File: config.mk
export PLATFORM = sky130hd
export DESIGN_NAME = uvmt_cv32e40x_sl_trigger_csr_shadow_flat
export DESIGN_NICKNAME = d
export VERILOG_FILES = /design/src/rtl/uvmt_cv32e40x_sl_trigger_csr_shadow_pkg.sv /design/src/rtl/uvmt_cv32e40x_sl_trigger_csr_shadow_if.sv /design/src/rtl/uvmt_cv32e40x_sl_trigger_csr_shadow_entry.sv /design/src/rtl/uvmt_cv32e40x_sl_trigger_csr_shadow.sv /design/src/flat_wrapper.sv
export SDC_FILE = /design/constraint.sdc
export NUM_CORES = 1
export LEC_CHECK = 0
export ABC_AREA = 1
export ABC_CLOCK_PERIOD_IN_PS = 4700
export BUFFER_PORTS_ARGS = -buffer_cell sky130_fd_sc_hd__buf_2
export CELL_PAD_IN_SITES_DETAIL_PLACEMENT = 0
export CELL_PAD_IN_SITES_GLOBAL_PLACEMENT = 1
export CORE_AREA = 2 2 255 257
export DETAILED_ROUTE_END_ITERATION = 8
export DIE_AREA = 0 0 257 259
export MAX_ROUTING_LAYER = met4
export PLACE_DENSITY_LB_ADDON = 0.1
export REMOVE_ABC_BUFFERS = 1
export SLEW_MARGIN = 30
export SYNTH_ARGS = -nofsm -noshare
export SYNTH_HDL_FRONTEND = slang
export SYNTH_SLANG_ARGS = --single-unit
export TNS_END_PERCENT = 30
File: constraint.sdc
create_clock -name clk_i -period 4.7 [get_ports clk_i]
set_clock_uncertainty 0.15 [all_clocks]
set_input_delay 0.235 -clock clk_i [delete_from_list [all_inputs] [get_ports clk_i]]
set_output_delay 0.235 -clock clk_i [all_outputs]
set_load 0.03 [all_outputs]
File: src/rtl/uvmt_cv32e40x_sl_trigger_csr_shadow_pkg.sv
// Shared trigger-CSR definitions: CSR codes, CSR addresses, reset values
// and the masked-write merge used by every shadow register.
package uvmt_cv32e40x_base_test_pkg;

  typedef enum logic [1:0] {
    TSEL   = 2'd0,
    TDATA1 = 2'd1,
    TDATA2 = 2'd2
  } trig_csr_e;

  localparam logic [11:0] CSR_TSELECT_ADDR = 12'h7A0;
  localparam logic [11:0] CSR_TDATA1_ADDR  = 12'h7A1;
  localparam logic [11:0] CSR_TDATA2_ADDR  = 12'h7A2;

  localparam logic [31:0] TDATA1_RESET = 32'h2800_1000;
  localparam logic [31:0] TDATA2_RESET = 32'h0000_0000;

  // Bits set in wmask come from wdata, the rest keep the old value.
  function automatic logic [31:0] wmerge(input logic [31:0] old_v,
                                         input logic [31:0] wmask,
                                         input logic [31:0] wdata);
    return (old_v & ~wmask) | (wdata & wmask);
  endfunction

endpackage

File: src/rtl/uvmt_cv32e40x_sl_trigger_csr_shadow_if.sv
// RVFI view of one retired instruction's trigger-CSR accesses.
interface uvmt_cv32e40x_sl_trigger_csr_shadow_if;
  logic        rvfi_valid_i;
  logic [31:0] tselect_wmask_i, tselect_wdata_i, tselect_rmask_i, tselect_rdata_i;
  logic [31:0] tdata1_wmask_i,  tdata1_wdata_i,  tdata1_rmask_i,  tdata1_rdata_i;
  logic [31:0] tdata2_wmask_i,  tdata2_wdata_i,  tdata2_rmask_i,  tdata2_rdata_i;

  modport master (
    output rvfi_valid_i,
    output tselect_wmask_i, tselect_wdata_i, tselect_rmask_i, tselect_rdata_i,
    output tdata1_wmask_i,  tdata1_wdata_i,  tdata1_rmask_i,  tdata1_rdata_i,
    output tdata2_wmask_i,  tdata2_wdata_i,  tdata2_rmask_i,  tdata2_rdata_i
  );

  modport slave (
    input rvfi_valid_i,
    input tselect_wmask_i, tselect_wdata_i, tselect_rmask_i, tselect_rdata_i,
    input tdata1_wmask_i,  tdata1_wdata_i,  tdata1_rmask_i,  tdata1_rdata_i,
    input tdata2_wmask_i,  tdata2_wdata_i,  tdata2_rmask_i,  tdata2_rdata_i
  );
endinterface

File: src/rtl/uvmt_cv32e40x_sl_trigger_csr_shadow_entry.sv
// Shadow tdata1/tdata2 pair for a single trigger.
module uvmt_cv32e40x_sl_trigger_csr_entry
  import uvmt_cv32e40x_base_test_pkg::*;
#(
  parameter logic [31:0] T1_RESET = TDATA1_RESET,
  parameter logic [31:0] T2_RESET = TDATA2_RESET
) (
  input  logic        clk_i,
  input  logic        rst_i,
  input  logic        sel,
  input  logic [31:0] t1_wmask,
  input  logic [31:0] t1_wdata,
  input  logic [31:0] t2_wmask,
  input  logic [31:0] t2_wdata,
  output logic [31:0] tdata1,
  output logic [31:0] tdata2
);

  // Masked write when this trigger is the one selected by the retiring instruction.
  always_ff @(posedge clk_i) begin
    if (rst_i) begin
      tdata1 <= T1_RESET;
      tdata2 <= T2_RESET;
    end else if (sel) begin
      tdata1 <= wmerge(tdata1, t1_wmask, t1_wdata);
      tdata2 <= wmerge(tdata2, t2_wmask, t2_wdata);
    end
  end

endmodule

File: src/rtl/uvmt_cv32e40x_sl_trigger_csr_shadow.sv
// Trigger CSR shadow: tracks retired tselect/tdata1/tdata2 writes, keeps a
// per-trigger copy and flags RVFI reads that disagree with it.
module uvmt_cv32e40x_sl_trigger_csr_shadow
  import uvmt_cv32e40x_base_test_pkg::*;
#(
  parameter int          NUM_TRIGGERS = 4,
  parameter logic [31:0] TDATA1_RST   = TDATA1_RESET,
  parameter logic [31:0] TDATA2_RST   = TDATA2_RESET,
  localparam int         TSW          = $clog2(NUM_TRIGGERS) + 1
) (
  input  logic                           clk_i,
  input  logic                           rst_i,
  uvmt_cv32e40x_sl_trigger_csr_shadow_if.slave rvfi,
  output logic [TSW-1:0]                 tselect_o,
  output logic [NUM_TRIGGERS-1:0][31:0]  tdata1_array_o,
  output logic [NUM_TRIGGERS-1:0][31:0]  tdata2_array_o,
  output logic                           mismatch_o,
  output trig_csr_e                      mismatch_csr_o,
  output logic                           illegal_tsel_o
);

  logic [31:0] tsel_ext, tsel_new, cur_t1, cur_t2;
  logic        in_range, tsel_illegal;
  logic        mm_tsel, mm_t1, mm_t2;

  assign tsel_ext     = 32'(tselect_o);
  assign in_range     = tsel_ext < 32'(NUM_TRIGGERS);
  assign tsel_new     = wmerge(tsel_ext, rvfi.tselect_wmask_i, rvfi.tselect_wdata_i);
  assign tsel_illegal = tsel_new >= 32'(NUM_TRIGGERS);

  // Pick the entry addressed by the pre-instruction tselect for read checking.
  always_comb begin
    cur_t1 = '0;
    cur_t2 = '0;
    for (int i = 0; i < NUM_TRIGGERS; i++) begin
      if (tsel_ext == 32'(i)) begin
        cur_t1 = tdata1_array_o[i];
        cur_t2 = tdata2_array_o[i];
      end
    end
  end

  // Out-of-range tselect leaves tdataN reads unchecked.
  assign mm_tsel = |((rvfi.tselect_rdata_i ^ tsel_ext) & rvfi.tselect_rmask_i);
  assign mm_t1   = in_range && |((rvfi.tdata1_rdata_i ^ cur_t1) & rvfi.tdata1_rmask_i);
  assign mm_t2   = in_range && |((rvfi.tdata2_rdata_i ^ cur_t2) & rvfi.tdata2_rmask_i);

  // tselect only accepts values naming an implemented trigger.
  always_ff @(posedge clk_i) begin
    if (rst_i)
      tselect_o <= '0;
    else if (rvfi.rvfi_valid_i && !tsel_illegal)
      tselect_o <= tsel_new[TSW-1:0];
  end

  // One-cycle status pulses; lowest CSR code wins when several reads diverge.
  always_ff @(posedge clk_i) begin
    if (rst_i) begin
      mismatch_o     <= 1'b0;
      mismatch_csr_o <= TSEL;
      illegal_tsel_o <= 1'b0;
    end else begin
      mismatch_o     <= rvfi.rvfi_valid_i && (mm_tsel || mm_t1 || mm_t2);
      mismatch_csr_o <= TSEL;
      if (rvfi.rvfi_valid_i && !mm_tsel) begin
        if (mm_t1)      mismatch_csr_o <= TDATA1;
        else if (mm_t2) mismatch_csr_o <= TDATA2;
      end
      illegal_tsel_o <= rvfi.rvfi_valid_i && tsel_illegal;
    end
  end

  // tdataN writes land in the entry named by the old tselect.
  for (genvar g = 0; g < NUM_TRIGGERS; g++) begin : g_entry
    uvmt_cv32e40x_sl_trigger_csr_entry #(
      .T1_RESET (TDATA1_RST),
      .T2_RESET (TDATA2_RST)
    ) u_entry (
      .clk_i    (clk_i),
      .rst_i    (rst_i),
      .sel      (rvfi.rvfi_valid_i && in_range && (tsel_ext == 32'(g))),
      .t1_wmask (rvfi.tdata1_wmask_i),
      .t1_wdata (rvfi.tdata1_wdata_i),
      .t2_wmask (rvfi.tdata2_wmask_i),
      .t2_wdata (rvfi.tdata2_wdata_i),
      .tdata1   (tdata1_array_o[g]),
      .tdata2   (tdata2_array_o[g])
    );
  end

endmodule

File: src/flat_wrapper.sv
// flat-port wrapper written by rule: the top's interface ports become plain ports
module uvmt_cv32e40x_sl_trigger_csr_shadow_flat import uvmt_cv32e40x_base_test_pkg::*;
#(
  parameter int          NUM_TRIGGERS = 4,
  parameter logic [31:0] TDATA1_RST   = TDATA1_RESET,
  parameter logic [31:0] TDATA2_RST   = TDATA2_RESET,
  localparam int         TSW          = $clog2(NUM_TRIGGERS) + 1
)
  (clk_i, rst_i, tselect_o, tdata1_array_o, tdata2_array_o, mismatch_o, mismatch_csr_o, illegal_tsel_o, rvfi_rvfi_valid_i, rvfi_tselect_wmask_i, rvfi_tselect_wdata_i, rvfi_tselect_rmask_i, rvfi_tselect_rdata_i, rvfi_tdata1_wmask_i, rvfi_tdata1_wdata_i, rvfi_tdata1_rmask_i, rvfi_tdata1_rdata_i, rvfi_tdata2_wmask_i, rvfi_tdata2_wdata_i, rvfi_tdata2_rmask_i, rvfi_tdata2_rdata_i);
  uvmt_cv32e40x_sl_trigger_csr_shadow_if rvfi_i ();
  input  logic clk_i;
  input  logic rst_i;
  output logic [TSW-1:0] tselect_o;
  output logic [NUM_TRIGGERS-1:0][31:0] tdata1_array_o;
  output logic [NUM_TRIGGERS-1:0][31:0] tdata2_array_o;
  output logic mismatch_o;
  output trig_csr_e mismatch_csr_o;
  output logic illegal_tsel_o;
  input wire logic [$bits(rvfi_i.rvfi_valid_i)-1:0] rvfi_rvfi_valid_i;
  input wire logic [$bits(rvfi_i.tselect_wmask_i)-1:0] rvfi_tselect_wmask_i;
  input wire logic [$bits(rvfi_i.tselect_wdata_i)-1:0] rvfi_tselect_wdata_i;
  input wire logic [$bits(rvfi_i.tselect_rmask_i)-1:0] rvfi_tselect_rmask_i;
  input wire logic [$bits(rvfi_i.tselect_rdata_i)-1:0] rvfi_tselect_rdata_i;
  input wire logic [$bits(rvfi_i.tdata1_wmask_i)-1:0] rvfi_tdata1_wmask_i;
  input wire logic [$bits(rvfi_i.tdata1_wdata_i)-1:0] rvfi_tdata1_wdata_i;
  input wire logic [$bits(rvfi_i.tdata1_rmask_i)-1:0] rvfi_tdata1_rmask_i;
  input wire logic [$bits(rvfi_i.tdata1_rdata_i)-1:0] rvfi_tdata1_rdata_i;
  input wire logic [$bits(rvfi_i.tdata2_wmask_i)-1:0] rvfi_tdata2_wmask_i;
  input wire logic [$bits(rvfi_i.tdata2_wdata_i)-1:0] rvfi_tdata2_wdata_i;
  input wire logic [$bits(rvfi_i.tdata2_rmask_i)-1:0] rvfi_tdata2_rmask_i;
  input wire logic [$bits(rvfi_i.tdata2_rdata_i)-1:0] rvfi_tdata2_rdata_i;
  assign rvfi_i.rvfi_valid_i = rvfi_rvfi_valid_i;
  assign rvfi_i.tselect_wmask_i = rvfi_tselect_wmask_i;
  assign rvfi_i.tselect_wdata_i = rvfi_tselect_wdata_i;
  assign rvfi_i.tselect_rmask_i = rvfi_tselect_rmask_i;
  assign rvfi_i.tselect_rdata_i = rvfi_tselect_rdata_i;
  assign rvfi_i.tdata1_wmask_i = rvfi_tdata1_wmask_i;
  assign rvfi_i.tdata1_wdata_i = rvfi_tdata1_wdata_i;
  assign rvfi_i.tdata1_rmask_i = rvfi_tdata1_rmask_i;
  assign rvfi_i.tdata1_rdata_i = rvfi_tdata1_rdata_i;
  assign rvfi_i.tdata2_wmask_i = rvfi_tdata2_wmask_i;
  assign rvfi_i.tdata2_wdata_i = rvfi_tdata2_wdata_i;
  assign rvfi_i.tdata2_rmask_i = rvfi_tdata2_rmask_i;
  assign rvfi_i.tdata2_rdata_i = rvfi_tdata2_rdata_i;
  uvmt_cv32e40x_sl_trigger_csr_shadow #(.NUM_TRIGGERS(NUM_TRIGGERS), .TDATA1_RST(TDATA1_RST), .TDATA2_RST(TDATA2_RST)) u_core (.clk_i(clk_i), .rst_i(rst_i), .rvfi(rvfi_i), .tselect_o(tselect_o), .tdata1_array_o(tdata1_array_o), .tdata2_array_o(tdata2_array_o), .mismatch_o(mismatch_o), .mismatch_csr_o(mismatch_csr_o), .illegal_tsel_o(illegal_tsel_o));
endmodule
; After elaboration in Yosys (flattened, before gate mapping)
; Cells that the tools add are included.
[totals]
input_bits = 387
output_inout_bits = 263
regBits = 263
wordCells = 80
[classes]
reduce_logical = 21
n_eq_ne = 3
muxes = 10
magnitude_cmp = 2
n_bitwise = 31
[op_table]
columns = operator, n
row1 = AND 32 bit, 14
row2 = bitwise OR 32 bit, 9
row3 = 2-to-1 mux 32 bit, 8
row4 = NOT 32 bit, 3
row5 = OR reduction 32 bit, 3
row6 = XOR 32 bit, 2
row7 = AND 3 x 32 -> 32 bit, 1
row8 = "greater-or-equal comparator 32 x 3 -> 1 bit, second input constant", 1
row9 = logical NOT 32 bit, 1
row10 = XOR 32 x 3 -> 32 bit, 1
row11 = logical AND 1 bit, 11
row12 = "equality test 3 x 2 -> 1 bit, second input constant", 2
row13 = "equality test 3 x 1 -> 1 bit, second input constant", 1
row14 = "less-than comparator 3 bit, second input constant", 1
row15 = OR reduction 3 bit, 1
row16 = logical NOT 1 bit, 2
row17 = logical OR 1 bit, 2
row18 = 2-to-1 mux 2 bit, 1
row19 = OR reduction 2 bit, 1
row20 = 2-to-1 mux 1 bit, 1
row21 = NOT 1 bit, 1

; Longest topological paths before layout
; Gate-level depths: netlist of run 1.
[logic_depth]
word_depth = 12
mapped_depth = 20

; By module
; From an unflattened synthesis of run 1, not the netlist that was laid out.
[hier_totals]
cells_unflattened = 2770
area_unflattened_um2 = 15474.8
[by_module_without_submodules]
columns = mod, n_inst, cells_each, seq_area_each_um2, area_each_um2
row1 = uvmt_cv32e40x_sl_trigger_csr_entry, 4, 456, 1281.2, 2778.9
row2 = uvmt_cv32e40x_sl_trigger_csr_shadow, 1, 946, 140.1, 4359.2

; Worst setup path before layout of run 1
; No wires, ideal clock.
[synth_timing]
kind = register to register
startpoint = register u_core.tselect_o[2]
endpoint = register u_core.mismatch_o
path_buffers = 2
setup_ns = 0.109
arrival_ns = 2.089
required_ns = 4.441
setup_slack_ns = 2.352
path_stages_with_launch = 20
synth_period_minus_slack_ns = 2.348
path_cell_list = dfxtp_1 buf_2 nor2_4 nand2_1 inv_2 buf_2 nand2_1 nand2_1 nand2_1 nand2_1 nand3_1 nand2_1 nor2_1 nand2_1 nor2_1 nand2_1 nand2_1 nand3_1 nand2_1 inv_1
[synth_via]
elab_chain_len = 12
elab_cells_between_ends = 27
[synth_lines]
columns = item, line
row1 = start: declaration, uvmt_cv32e40x_sl_trigger_csr_shadow.sv:14  ; output logic [TSW-1:0] tselect_o,
row2 = start signal: assignment, uvmt_cv32e40x_sl_trigger_csr_shadow.sv:53  ; tselect_o <= tsel_new[TSW-1:0];
row3 = logical NOT 32 bit, uvmt_cv32e40x_sl_trigger_csr_shadow.sv:36  ; if (tsel_ext == 32'(i)) begin
row4 = 2-to-1 mux 32 bit (4 in series), uvmt_cv32e40x_sl_trigger_csr_shadow.sv:36
row5 = XOR 32 bit, uvmt_cv32e40x_sl_trigger_csr_shadow.sv:45  ; assign mm_t1 = in_range && |((rvfi.tdata1_rdata_i ^ cur_t1) & rvfi.tdata1_rmask_i);
row6 = AND 32 bit, uvmt_cv32e40x_sl_trigger_csr_shadow.sv:45
row7 = OR reduction 32 bit, uvmt_cv32e40x_sl_trigger_csr_shadow.sv:45
row8 = logical AND 1 bit, uvmt_cv32e40x_sl_trigger_csr_shadow.sv:45
row9 = logical OR 1 bit, uvmt_cv32e40x_sl_trigger_csr_shadow.sv:63  ; mismatch_o <= rvfi.rvfi_valid_i && (mm_tsel || mm_t1 || mm_t2);
row10 = logical OR 1 bit (*), uvmt_cv32e40x_sl_trigger_csr_shadow.sv:63
row11 = logical AND 1 bit (*), uvmt_cv32e40x_sl_trigger_csr_shadow.sv:63
row12 = end signal: assignment, uvmt_cv32e40x_sl_trigger_csr_shadow.sv:63
row13 = end: declaration, uvmt_cv32e40x_sl_trigger_csr_shadow.sv:17  ; output logic mismatch_o,
; Mark *: on every way between the ends. The rest lies on a longest branch, timed or not.
; A chain may end at the register's enable or synchronous reset.

==> results of run 1 <==
-- synth_stat cells (all sizes together) --
master	count	share of area, %
inv	134	3.6
nor4	2	0.089
a221oi	4	0.25
and3	1	0.044
nand3	351	12
nor3	4	0.14
nand3b	30	1.6
nand4	18	0.80
or2	4	0.18
xor2	2	0.12
nor2	57	1.7
nand2	894	24
a22o	3	0.19
a21oi	247	8.8
dfxtp	263	37
buf	44	1.6
clkbuf	68	1.8
o21ai	152	5.4
-- kinds of logic (layout without fill, tap and decap cells) --
kind of cell | after synthesis | count (layout) | share of synthesized area, %
buffers and inverters | 246 | 1141 | 6.98
XOR/XNOR | 2 | 2 | 0.124
flip-flops | 263 | 263 | 37.4
AO/OA/AOI/OAI | 406 | 406 | 14.6
AND/OR/NAND/NOR | 1361 | 1362 | 40.9
other | 0 | 14 | 0
-- worst paths after layout --
path / from / end / slack, ns / cells after the start
max: u_core.tselect_o[0] / flop / 0.30 / 11
max reg2reg: u_core.tselect_o[0] / flop / 0.30 / 11
min: rvfi_tdata1_rmask_i[29] / u_core.mismatch_csr_o[1] / 0.06 / 8
min reg2reg: flop / flop / 0.32 / 2
-- what timing repair did --
action	4_1_cts	5_1_grt
setup endpoints to repair	0	9
buffers inserted	0	3
hold buffers	268	0
hold endpoints to repair	259	0
-- power by group through the flow --
stage	Combinational, mW	Clock (mW)	Sequential (mW)
2_1_floorplan	0.213	0	2.38
3_3_place_gp	0.657	0	2.33
3_5_place_dp	0.660	0	2.33
4_1_cts	0.788	3.00	2.28
5_1_grt	0.861	3.08	2.28
6_report	0.781	2.90	2.28
-- metrics by stage --
stage / TNS (ns) / area [sq um] / setup slack (ns) / cells
2_1_floorplan: -50.98 / 13600 / -0.990 / 2166
3_3_place_gp: 0 / 18200 / 1.08 / 3691
3_5_place_dp: 0 / 18200 / 0.974 / 3691
4_1_cts: 0 / 22100 / 0.0564 / 4025
5_1_grt: 0 / 22200 / 0.102 / 4043
6_report: 0 / 22200 / 0.302 / 4043
-- worst max-delay path, stage by stage (launching register included) --
cell	delay, ns
dfxtp_1	0.50
inv_2	0.14
nor2_8	0.30
buf_4	0.38
nand2_2	0.52
nor2_4	0.28
buf_12	0.16
buf_4	0.42
nand3_1	0.13
dlygate4sd3_1	0.59
a21oi_1	0.16
dlygate4sd3_1	0.58
-- cell type report --
class / instances / area [sq um] / area share [%]
clock inverters: 2 / 12.5 / 0.0563
multi-input cells: 1770 / 7870 / 35.4
repair buffers: 941 / 6230 / 28.0
well taps: 855 / 1070 / 4.81
inverters: 134 / 517 / 2.32
diodes: 14 / 35.0 / 0.158
clock buffers: 64 / 1220 / 5.50
flip-flops and latches: 263 / 5270 / 23.7
-- layer usage --
layer  GRT usage, %  part of all wire [%]  vias up
met5              -                     0        -
met4           4.70                   1.5        0
met3           5.35                   6.1       74
met2           39.0                    48      510
met1           29.6                    45     8853
li1               -                     -     9278
-- placed cells by master, fill, tap and decap left out, drive strengths merged --
cell type	n
a21oi	247
a221oi	4
a22o	3
and3	1
buf	673
clkbuf	64
clkinv	2
clkinvlp	1
dfxtp	263
diode	14
dlygate4sd3	268
inv	133
nand2	894
nand3	351
nand3b	30
nand4	18
nor2	58
nor3	4
nor4	2
o21ai	152
or2	4
xor2	2
==> impl_metrics.ini, run 1 <==
[hold_path]
holdCritPathClass = in2reg

[worst_setup_path]
start_kind = flop
crit_required_ns = 5.04
cp-end-kind = flop
path_max_fanout = 32
arrival_ns = 4.74
critPathKind = reg2reg

[placed_design]
dp_hpwl_microns = 55900
gp_congestion = 0.805
port_buffers = 649

[drt]
ant_nets = 0
vias = 18700
wl_microns = 80800
drcViolationCount = 0
dr.first_iter.drc_count = 1069
post_drt_wl_per_cell_microns = 20.0
viasPerCell = 4.63
first_pass_iters = 5

[power_and_ir_drop]
p_sw_mw = 1.61
p_per_area_nw_per_um2 = 268
irDropWorstVdd_mv = 0.189
swShare_pct = 26.9
intPower_mw = 4.36
power_frac_clock_pct = 48.7
p_seq_share_pct = 38.2
comb_power_share_pct = 13.1
leakage_nw = 9.88
totalPowerFinal_mw = 5.96

[layout]
fin_nets = 3535
drive_gt1_share_pct = 23.5
areaGrowthSynthToFinish_pct = 57.8
fin_util_pct = 34.8
fillers = 7105

[die]
initial_core_util_pct = 22.0
die_x_microns = 257
dieArea_sq_um = 66600
rows = 93
core_sq_um = 63900
die_y_microns = 259
ioPinCount = 650

[timing]
report.final.slew_viol_count = 0
setup_violations = 0
hold_viol = 0
whs_ns = 0.0601
rsz0062_at_grt = no
relSlewSlack_pct = 34.5
period_minus_slack_ns = 4.40
worst_pin_slew_ns = 0.982
max_freq_ghz = 0.227
fin_crit_sh_pct = 93.6

[global_routing]
grt_first_pass_wirelength_microns = 116000
grt_pass1_vias = 17900
grtUsageTotal_pct = 23.7
grt_antenna_before_repair = 14
overflow = 0
grt_max_degree = 128

[clocking]
clock_path_buffers = 3
cts_tree = built
clkLatencyLatePin_ns = 0.56
clk_pin_slew_ns = 0.06
cts_root_buf = clkbuf_16
cts_resized = 0
clock-sinks = 263
cts_max_level = 2
numCtsBuffers = 38

[logic_synthesis]
synth_cells = 2278
syn_avg_cell_area_sq_um = 6.18
yosys_register_bits = 263
syn_area_sq_um = 14100
yosysUniqueCellTypes = 27
ys_warn_count = 0
ys_seq_area_share_pct = 37.4

[run]
cap_violations = 0

[run_status]
status = completed
Power figures use the tool's default switching activity.
==> run 2, diff against run 1 <==
--- a/config.mk
+++ b/config.mk
@@ -5,7 +5,6 @@
 export SDC_FILE = /design/constraint.sdc
 export NUM_CORES = 1
 export LEC_CHECK = 0
-export ABC_AREA = 1
 export ABC_CLOCK_PERIOD_IN_PS = 4700
 export BUFFER_PORTS_ARGS = -buffer_cell sky130_fd_sc_hd__buf_2
 export CELL_PAD_IN_SITES_DETAIL_PLACEMENT = 0
@@ -16,6 +15,7 @@
 export MAX_ROUTING_LAYER = met4
 export PLACE_DENSITY_LB_ADDON = 0.1
 export REMOVE_ABC_BUFFERS = 1
+export SETUP_SLACK_MARGIN = 0.4
 export SLEW_MARGIN = 30
 export SYNTH_ARGS = -nofsm -noshare
 export SYNTH_HDL_FRONTEND = slang
==> run 2 against run 1 <==
  * Via count down 12%
  * Sequential share of layout area up 0.62 points
  * Sequential power is essentially flat
  * Clock power decreased by 6%
  * First-iteration DRC count fell by 16%
  * Synthesized area down 0.12%
  * Fmax is 11% higher
  * Largest power group unchanged
==> impl_metrics.ini, run 2 <==
[layout]
stdcell_count = 3521
layout_commonest_cell = buf_2
final_cell_mix = 648 x buf_2, 509 x nand2_1, 294 x a21oi_1
areaGrowthSynthToFinish_pct = 54.1
final_area_sq_um = 21700
fin_nets = 3014
drive_gt1_share_pct = 30.8

[logic_synthesis]
yosys_register_bits = 263
ys_seq_area_share_pct = 37.4
ys_warn_count = 0
synth_cells = 1813
syn_avg_cell_area_sq_um = 7.76
ys_top_cells_by_count = 509 x nand2_1, 294 x a21oi_1, 263 x dfxtp_1
yosysUniqueCellTypes = 35
synth_simple_gate_area_share_pct = 25.5
synth-main-ff-cell = dfxtp_1
synth_compound_area_share_pct = 17.5
synth_top_family_by_area = simple AND/OR/NAND/NOR gates
synthAdderAreaFrac_pct = 0
muxShareOfSynthArea_pct = 10.5
syn_area_sq_um = 14100
synth_top_cell_by_area = dfxtp_1
synth_async_sr_flop_share_pct = 0
synth_top_cell_area_share_pct = 37.4
synthTopCellsByArea = dfxtp_1 37%, nand2_1 14%, a21oi_1 10%
synth_edf_count = 0
synth_xor_area_share_pct = 1.18
yosysMostFrequentCell = nand2_1

[timing]
report.final.slew_viol_count = 0
whs_ns = 0.0269
final.setup.tns_ns = 0
setup_violations = 0
worst_pin_slew_ns = 0.874
period_minus_slack_ns = 3.97
fin_crit_sh_pct = 84.4
rsz0062_at_grt = no
max_freq_ghz = 0.252
hold_viol = 0
relSlewSlack_pct = 41.8

[drt]
wl_microns = 72000
ant_nets = 0
vias = 16400
viasPerCell = 4.67
dr.first_iter.drc_count = 897
drcViolationCount = 0
first_pass_iters = 7
post_drt_wl_per_cell_microns = 20.4

[placed_design]
post_dp_cell_area_sq_um = 17900
port_buffers = 649
dp_hpwl_microns = 52800
gp_congestion = 0.897
place_inst = 3180

[hold_path]
hold_depth = 4
holdCritPathClass = in2reg

[power_and_ir_drop]
p_per_area_nw_per_um2 = 265
intPower_mw = 4.20
p_sw_mw = 1.55
totalPowerFinal_mw = 5.75
irDropWorstVdd_mv = 0.195
comb_power_share_pct = 13.1
swShare_pct = 27.0
leakage_nw = 9.01
p_seq_share_pct = 39.6
power_frac_clock_pct = 47.4

[clocking]
numCtsBuffers = 37
clkLatencyLatePin_ns = 0.55
cts_max_level = 2
clock_path_buffers = 3
cts_tree = built
cts_root_buf = clkbuf_16
clock-sinks = 263
cts_resized = 0
clk_pin_slew_ns = 0.06

[worst_setup_path]
cp_slowest_cell = dfxtp_4
cp_cell_sequence = buf_12 -> and3_4 -> buf_4 -> nand3_1 -> dlygate4sd3_1 -> a21oi_1 -> dlygate4sd3_1
start_kind = flop
arrival_ns = 4.31
slowest_delay_ns = 0.87
cp_common_cell = dlygate4sd3_1
cp-end-kind = flop
crit_required_ns = 5.04
reg2regPathDepth = 7
critPathBufInv = 4
critPathKind = reg2reg
cp_num_cells = 7
path_max_fanout = 47
critPathTopFamily = buffers and inverters

[die]
die_x_microns = 257
die_y_microns = 259
core_sq_um = 63900
dieArea_sq_um = 66600
ioPinCount = 650
initial_core_util_pct = 22.0
rows = 93

[global_routing]
grt.busiest_layer = met2
grt_max_degree = 161
overflow = 0
grt_pass1_vias = 16200
grt_use_met2_pct = 38.8
grtUsageTotal_pct = 21.4
use_met1_pct = 22.7
grt_first_pass_wirelength_microns = 105000
met3_usage_pct = 4.97
grt_antenna_before_repair = 22

[run_status]
status = completed

[run]
cap_violations = 0
-- run 2: cell types whose count changed in the layout (fill, tap and decap cells not counted), moves of 64 or more --
cell and change:
inv_1 -79, o21ai_0 -150, nand2_1 -383, mux4_2 +64
nand3_1 -106
-- run 2: per-layer routing --
metal  wire length [microns]  part of all wire, %
met3                    4760                  6.6
met2                   37900                   53
met1                   27300                   38
met5                       0                    0
met4                    2060                  2.9
-- run 2: cell families after synthesis --
group | after synthesis
buf+inv | 224
xor+xnor | 19
simple gates | 827
flops | 263
mux | 67
compound gates | 413
-- run 2: path summary, 6_finish.rpt --
path | startpoint | endpoint | slack, ns
worst max register to register | u_core.tselect_o[1] | flop | 0.73
worst max-delay path | u_core.tselect_o[1] | flop | 0.73
worst min register to register | flop | flop | 0.32
worst min-delay path | rvfi_tdata2_rmask_i[28] | u_core.mismatch_csr_o[1] | 0.03
-- run 2: per-stage QoR --
stage / utilization (%) / setup WS [ns]
6_report: 33.9 / 0.732
4_1_cts: 33.8 / 0.466
2_1_floorplan: - / -5.64
5_1_grt: 33.9 / 0.512
3_5_place_dp: 28.0 / 0.623
3_3_place_gp: 28.0 / 0.659
-- run 2: cell type report --
type                       instances  area (sq um)
antenna                           15          37.5
clock buffer                      53          1080
clock inverter                    10          58.8
tap                              855          1070
multi-input combinational       1326          7710
sequential                       263          5270
fill                            6907         42200
timing repair buffer             949          6260
inverter                          50           190
-- run 2: worst reg2reg max path, delay by kind of cell (launching register included) --
kind,cells,cell delay (ns)
buffers and inverters,4,1.92
flip-flops,1,0.87
AND/OR/NAND/NOR,2,0.85
AO/OA/AOI/OAI,1,0.13
-- run 2: what timing repair did --
| item | 4_1_cts | 5_1_grt |
|---|---|---|
| setup endpoints to repair | 0 | 11 |
| buffers inserted | 0 | 1 |
| endpoints found under the hold margin | 262 | 0 |
| hold buffers | 262 | 0 |
-- run 2: power by group through the flow --
stage	logic [mW]	registers, mW	clock network (mW)
after floorplan	0.198	2.37	0
after global placement	0.633	2.33	0
after detailed placement	0.636	2.33	0
after CTS	0.758	2.28	2.81
after global routing	0.816	2.28	2.89
final	0.751	2.28	2.72
